$ cat config.mk
export PLATFORM = sky130hd
export DESIGN_NAME = pong_score_keeper
export DESIGN_NICKNAME = d
export VERILOG_FILES = /design/src/rtl/pong_score_keeper.sv
export SDC_FILE = /design/constraint.sdc
export NUM_CORES = 1
export LEC_CHECK = 0
export ABC_CLOCK_PERIOD_IN_PS = 2300
export BUFFER_PORTS_ARGS = -buffer_cell sky130_fd_sc_hd__buf_2
export CORE_MARGIN = 8
export CORE_UTILIZATION = 50
export DETAILED_ROUTE_END_ITERATION = 6
export PLACE_DENSITY = 0.72
export SYNTH_ARGS = -nofsm -noshare
export SYNTH_HDL_FRONTEND = slang
export SYNTH_SLANG_ARGS = --single-unit
$ cat constraint.sdc
create_clock -name clk -period 2.3 [get_ports clk]
set_input_delay 0.115 -clock clk [delete_from_list [all_inputs] [get_ports clk]]
set_output_delay 0.115 -clock clk [all_outputs]
set_load 0.02 [all_outputs]
$ cat src/rtl/pong_score_keeper.sv
// Pong score keeper: per-player scores, the serve delay after each goal and game-over detection.
// Optional build macro PONG_SCORE_BLINK_EN adds score-digit blinking through score_blank.
module pong_score_keeper #(
    parameter int WIN_SCORE   = 9,
    parameter int HOLD_FRAMES = 60
) (
    input  logic       clk,
    input  logic       rst_n,
    input  logic       frame_tick,
    input  logic       new_game,
    input  logic       goal_p0,
    input  logic       goal_p1,
    output logic [3:0] score0,
    output logic [3:0] score1,
    output logic       serve,
    output logic       serve_dir,
    output logic       game_over,
    output logic       winner,
    output logic       score_blank
);

    typedef enum logic [1:0] {IDLE, SERVE_WAIT, PLAY, GAME_OVER} state_t;

    localparam logic [3:0] WIN  = 4'(WIN_SCORE);
    localparam logic [7:0] HOLD = 8'(HOLD_FRAMES);

    state_t     state;
    logic [7:0] frame_cnt;
    logic [3:0] next_score;

`ifdef PONG_SCORE_BLINK_EN
    logic       after_goal;
    logic [3:0] blink_cnt;
`endif

    // The score of whichever player just scored, one higher; only used when exactly one goal fires.
    always_comb begin
        next_score = (goal_p1 ? score1 : score0) + 4'd1;
    end

    always_ff @(posedge clk) begin
        if (!rst_n) begin
            state     <= IDLE;
            frame_cnt <= 8'd0;
            score0    <= 4'd0;
            score1    <= 4'd0;
            serve     <= 1'b0;
            serve_dir <= 1'b0;
            game_over <= 1'b0;
            winner    <= 1'b0;
`ifdef PONG_SCORE_BLINK_EN
            score_blank <= 1'b0;
            after_goal  <= 1'b0;
            blink_cnt   <= 4'd0;
`endif
        end else begin
            serve <= 1'b0;
            if (new_game) begin
                state     <= SERVE_WAIT;
                frame_cnt <= HOLD;
                score0    <= 4'd0;
                score1    <= 4'd0;
                serve_dir <= 1'b0;
                game_over <= 1'b0;
                winner    <= 1'b0;
`ifdef PONG_SCORE_BLINK_EN
                score_blank <= 1'b0;
                after_goal  <= 1'b0;
                blink_cnt   <= 4'd0;
`endif
            end else begin
                case (state)
                    IDLE: begin
                    end
                    SERVE_WAIT: begin
                        if (frame_tick) begin
                            frame_cnt <= frame_cnt - 8'd1;
`ifdef PONG_SCORE_BLINK_EN
                            if (after_goal) begin
                                blink_cnt <= blink_cnt + 4'd1;
                                if (blink_cnt[2:0] == 3'd7) score_blank <= ~score_blank;
                            end
`endif
                            if (frame_cnt == 8'd1) begin
                                serve <= 1'b1;
                                state <= PLAY;
`ifdef PONG_SCORE_BLINK_EN
                                score_blank <= 1'b0;
`endif
                            end
                        end
                    end
                    PLAY: begin
                        // Simultaneous goals cancel out and play continues.
                        if (goal_p0 != goal_p1) begin
                            if (goal_p1) score1 <= next_score;
                            else         score0 <= next_score;
                            if (next_score >= WIN) begin
                                state     <= GAME_OVER;
                                game_over <= 1'b1;
                                winner    <= goal_p1;
`ifdef PONG_SCORE_BLINK_EN
                                score_blank <= 1'b1;
                                blink_cnt   <= 4'd0;
`endif
                            end else begin
                                state     <= SERVE_WAIT;
                                frame_cnt <= HOLD;
                                serve_dir <= goal_p0;
`ifdef PONG_SCORE_BLINK_EN
                                score_blank <= 1'b0;
                                after_goal  <= 1'b1;
                                blink_cnt   <= 4'd0;
`endif
                            end
                        end
                    end
                    GAME_OVER: begin
`ifdef PONG_SCORE_BLINK_EN
                        if (frame_tick) begin
                            blink_cnt <= blink_cnt + 4'd1;
                            if (blink_cnt == 4'd15) score_blank <= ~score_blank;
                        end
`endif
                    end
                    default: state <= IDLE;
                endcase
            end
        end
    end

`ifndef PONG_SCORE_BLINK_EN
    assign score_blank = 1'b0;
`endif

endmodule

==> flow_summary.ini, run 1 <==
[critical_path]
worstSetupPathType = reg2reg
crit_top_cell = inv_1
critPathBufInv = 2
cp_data_arrival_time_ns = 2.15
cp_slowest_cell = dfxtp_1
cp.required_ns = 2.51
start_kind = register
path_cells = mux2i_1, inv_1, ha_1, inv_1, or3_4, a31oi_4, nand2b_1, a21oi_1
crit_fanout = 6
cp-end-kind = register
slowest_delay_ns = 0.40
cp_top_family = simple AND/OR/NAND/NOR gates

[run_status]
status = finished, final reports clean

[clock_tree]
cts_root_buf = clkbuf_4
cts_tree = yes
hold_buffers = 0
cts.repair.resized = 0
path_clk_slew_ns = 0.11
clock_path_buffers = 2
numCtsBuffers = 3
insertion_delay_ns = 0.30
cts_max_level = 1
post-cts-setup-buffer-count = 0
clock_sinks = 22

[synthesis]
yosysTopAreaCell = dfxtp_1
ys.flop_type = dfxtp_1
synth_area_leaders = dfxtp_1 (36%), ha_1 (6.1%), mux2i_1 (5.7%)
synth_area_per_cell_um2 = 8.18
synth-seq-cells = 22
syn-cell-area_um2 = 1230
synthCells = 151
async_reset_ff_frac = 0
synth.top_cell.area_share = 0.357
synth.distinct_cells = 37
yosysSeqAreaShare = 0.357
syn-num-nets = 163
yosysWarnings = 0
synth_edf_count = 0

[die]
ioPinCount = 19
die_x_um = 65.7
core_um2 = 2410
die-height_um = 65.7
start_util = 0.512
num_rows = 18
die_area_um2 = 4320

[drt]
wl_per_cell_um = 14.8
drtAntennaViolNets = 0
via_per_inst = 5.89
first_pass_iters = 4
totalWireLength_um = 2880
via_count = 1142
detail_route.iter0.violations = 51
drc = 0

[placement]
gp_congestion = 0.848
io_buffers = 17
hpwlAfterDp_um = 2230

[global_routing]
grt_use_total = 0.147
grt_pass1_vias = 1134
antenna_found_initial = 0
grt_pass1_wl_um = 5170
grt.overflow.total = 0
grt_max_degree = 12

[timing]
report.final.slew_viol_count = 0
rsz0062_at_grt = false
finalHoldViolCount = 0
fmax_mhz = 515
setup_tns_ns = 0
finClkSkew_ns = 0.000816
setup_viol_count_final = 0
finalCriticalPeriod_ns = 1.94
fin_crit_sh = 0.843

[final_layout]
final_util = 0.557
nets = 178
syn_to_final_growth_pct = 8.71
antenna_cells = 0
regArea_um2 = 440
n_fill_cell = 224
final_layout_size_suffix_gt1_frac = 0.152
multi_input_area_um2 = 719

[min_path]
hold_class = in2reg

[power]
p_leak_uw = 0.000541
vdd_drop_max_v = 0.000391
powerDensity_nw_per_um2 = 500

[flow_run]
maxCapViolCount = 0
worst min-delay path, delay by kind of cell:
| family | cells | cell delay, ns |
|---|---|---|
| compound gates | 1 | 0.07 |
| simple gates | 1 | 0.06 |
| buf+inv | 1 | 0.11 |
power breakdown:
part | internal (uW) | leakage (uW) | switching (uW)
Clock | 61.2 | 0.0000138 | 111
Combinational | 33.5 | 0.000349 | 55.8
Sequential | 394 | 0.000179 | 15.4
registers in the layout, indices dropped and copies added, names as in the netlist:
signal     cells
frame_cnt      8
game_over      1
score0         4
score1         4
serve          1
serve_dir      1
state          2
winner         1
final timing paths:
kind | startpoint | to | slack (ns) | cells past startpoint
worst max-delay path | score1[0] | state[1] | 0.36 | 8
worst min-delay path | goal_p0 | serve_dir | 0.09 | 3
worst max register to register | score1[0] | state[1] | 0.36 | 8
worst min register to register | winner | winner | 0.46 | 2
cells by family after synthesis:
| logic type | share of synthesized area |
|---|---|
| and+or+nand+nor | 0.248 |
| AOI/OAI and AO/OA | 0.214 |
| DFF | 0.357 |
| buffers and inverters | 0.0608 |
| muxes | 0.0567 |
| adders and majority gates | 0.0608 |
| other | 0.00304 |
layout make-up:
cell class | count | area share
repair buffers | 17 | 0.0634
inverters | 10 | 0.0280
clock buffers | 3 | 0.0168
flip-flops and latches | 22 | 0.328
multi-input cells | 112 | 0.536
well taps | 30 | 0.0280
cell usage after synthesis, drive strengths merged (3+ instances only):
library cell	n
a21oi	11
o31ai	4
nand3	6
nand2	17
a211oi	5
nor2b	3
inv	10
nor2	13
or3	3
mux2i	7
a31oi	3
nor3	3
nand2b	4
nand4	4
ha	6
dfxtp	22
o21ai	7
clkbuf	5
routing by layer:
layer,part of all wire,GRT usage,vias up
met5,0,0,-
met4,0.023,0.0736,0
met3,0.039,0.0255,7
met2,0.49,0.251,29
met1,0.45,0.172,540
li1,-,-,566
placed cells by master, fill, tap and decap left out, drive strengths merged, types with 4 or more instances in the layout:
master | synthesis | routed
o31ai | 4 | 4
nand3 | 6 | 6
a21oi | 11 | 11
ha | 6 | 6
mux2i | 7 | 7
a211oi | 5 | 5
nand2 | 17 | 17
buf | 2 | 17
nor2 | 13 | 13
inv | 10 | 10
o21ai | 7 | 7
nand2b | 4 | 4
dfxtp | 22 | 22
nand4 | 4 | 4
stage by stage:
stage	instance area (um2)	power, uW	worst slack, ns	hold WS (ns)	instances
after global routing	1340	704	0.156	0.0806	194
final	1340	671	0.360	0.0864	194
after floorplan	1230	483	0.409	0.243	151
after detailed placement	1320	506	0.386	0.405	191
after global placement	1320	503	0.478	0.409	191
after CTS	1340	675	0.361	0.0821	194
Power figures use the tool's default switching activity.
==> run 2: changes to the inputs <==
--- a/config.mk
+++ b/config.mk
@@ -5,7 +5,7 @@
 export SDC_FILE = /design/constraint.sdc
 export NUM_CORES = 1
 export LEC_CHECK = 0
-export ABC_CLOCK_PERIOD_IN_PS = 2300
+export ABC_CLOCK_PERIOD_IN_PS = 1800
 export BUFFER_PORTS_ARGS = -buffer_cell sky130_fd_sc_hd__buf_2
 export CORE_MARGIN = 8
 export CORE_UTILIZATION = 50
==> constraint.sdc (replaced) <==
create_clock -name clk -period 1.8 [get_ports clk]
set_input_delay 0.09 -clock clk [delete_from_list [all_inputs] [get_ports clk]]
set_output_delay 0.09 -clock clk [all_outputs]
set_load 0.02 [all_outputs]
==> run 2 against run 1 <==
Net effect:
- clock power is 27% higher
- first-iteration DRC count grew 16%
- largest cell class unchanged
- register-to-register slack got worse by 0.34 ns
- clock skew rose by 0.0029 ns
- final area increased by 2.0%
- non-clock buffer count increased by 2
- worst hold slack got worse by 0.016 ns
- critical path depth did not move
==> flow_summary.ini, run 2 (synthesized netlist as in run 1, its figures left out) <==
[drt]
via_per_inst = 5.80
first_pass_iters = 4
wl_per_cell_um = 14.8
drtAntennaViolNets = 0
drc = 0
detail_route.iter0.violations = 59
totalWireLength_um = 2910
via_count = 1136

[final_layout]
final_common_cell = dfxtp_1
nets = 180
syn_to_final_growth_pct = 10.9
final_layout_size_suffix_gt1_frac = 0.193
final_util = 0.569
multi_input_area_um2 = 727
regArea_um2 = 445
largestRegisters = frame_cnt: 8 flops, score0: 4 flops, score1: 4 flops
regMostFlops = frame_cnt
largest_reg_flops = 8
final_cell_mix = dfxtp_1 (18), nand2_1 (17), buf_2 (17), nor2_1 (13), a21oi_1 (11)
n_fill_cell = 232
antenna_cells = 0

[min_path]
min_from = goal_p0
hold_class = in2reg
hold_depth = 3
hold_end = serve_dir

[clock_tree]
insertion_delay_ns = 0.30
clock_path_buffers = 2
path_clk_slew_ns = 0.11
cts_max_level = 1
cts_tree = yes
cts_root_buf = clkbuf_4
clock_sinks = 22
numCtsBuffers = 3
hold_buffers = 0

[global_routing]
grt_pass1_wl_um = 5040
grt.overflow.total = 0
grt_max_degree = 12
antenna_found_initial = 0
grt_pass1_vias = 1180
grt_use_total = 0.143

[timing]
report.final.slew_viol_count = 0
rsz0062_at_grt = false
finClkSkew_ns = 0.00372
timing.slew.headroom = 0.659
setup_slack_ns = 0.0234
finalCriticalPeriod_ns = 1.78
setup_tns_ns = 0
fmax_mhz = 563
fin_crit_sh = 0.987
finalHoldViolCount = 0
worst-slew-pin-transition_ns = 0.511
setup_viol_count_final = 0

[critical_path]
critPathBufInv = 2
r2r_end = frame_cnt[6]
cp_slowest_cell = dfxtp_2
r2r_cells = 8
slowest_delay_ns = 0.35
crit_top_cell = inv_1
cp_top_family = compound AO/OA/AOI/OAI gates
crit_fanout = 4
path_cells = mux2i_1, inv_1, ha_1, inv_1, or3_4, nand4_1, a31o_2, a21oi_1
cp_data_arrival_time_ns = 2.02
cp-end-kind = register
r2r_setup_slack_ns = 0.02
r2r-start = score1[0]
cp.required_ns = 2.04
worstSetupPathType = reg2reg
start_kind = register

[die]
core_um2 = 2410
die_x_um = 65.7
die_area_um2 = 4320
num_rows = 18
die-height_um = 65.7
ioPinCount = 19
start_util = 0.512

[run_status]
status = finished, final reports clean

[power]
power.total_uw = 857
powerDensity_nw_per_um2 = 626
p_leak_uw = 0.000555
vdd_drop_max_v = 0.000536

[placement]
place_ws_ns = 0.0496
io_buffers = 17
hpwlAfterDp_um = 2270
gp_congestion = 0.825

[flow_run]
maxCapViolCount = 0
run 2: cell count changes in the layout (fill, tap and decap cells not counted), sizes merged:
cell / previous run / this run
buf: 17 / 19
run 2: worst reg2reg max path, delay by kind of cell (launching register included):
| family | cells | cell delay (ns) |
|---|---|---|
| compound gates | 2 | 0.40 |
| flops | 1 | 0.35 |
| simple gates | 2 | 0.29 |
| mux | 1 | 0.29 |
| fa+ha+maj | 1 | 0.21 |
| buf+inv | 2 | 0.16 |
run 2: metrics by stage:
| stage | area [um2] | hold slack [ns] | std cells |
|---|---|---|---|
| after global placement | 1340 | 0.387 | 193 |
| after detailed placement | 1340 | 0.387 | 193 |
| after CTS | 1360 | 0.0668 | 196 |
| after global routing | 1370 | 0.0896 | 196 |
| final | 1370 | 0.0703 | 196 |
| after floorplan | 1240 | 0.218 | 151 |
run 2: layout make-up:
type | instances | share of cell area
multi-input cells | 112 | 0.531
inverters | 10 | 0.0274
well taps | 30 | 0.0274
flip-flops and latches | 22 | 0.325
clock buffers | 3 | 0.0164
repair buffers | 19 | 0.0731
run 2: metal layers:
| metal | track usage | share of wire | vias up |
|---|---|---|---|
| li1 | - | - | 568 |
| met5 | 0 | 0 | - |
| met2 | 0.250 | 0.50 | 31 |
| met1 | 0.159 | 0.44 | 530 |
| met4 | 0.0817 | 0.022 | 0 |
| met3 | 0.0255 | 0.033 | 7 |
run 2: worst max-delay path by stage:
stage,cells past startpoint,endpoint,start
after CTS,8,state[1],score1[0]
after global routing,8,frame_cnt[7],score1[0]
after floorplan,8,frame_cnt[1],score1[0]
after detailed placement,8,frame_cnt[6],score1[0]
after global placement,8,state[1],score1[0]
final,8,frame_cnt[6],score1[0]
run 2: report_power, final:
part | leakage, uW | internal (uW) | switching (uW)
logic | 0.000360 | 45.0 | 71.0
clock network | 0.0000138 | 78.1 | 140
registers | 0.000181 | 504 | 19.3
run 2: what timing repair did:
| action | 4_1_cts | 5_1_grt |
|---|---|---|
| setup buffers | 0 | 0 |
| endpoints found under the setup margin | 0 | 4 |
| resized for setup | 0 | 1 |
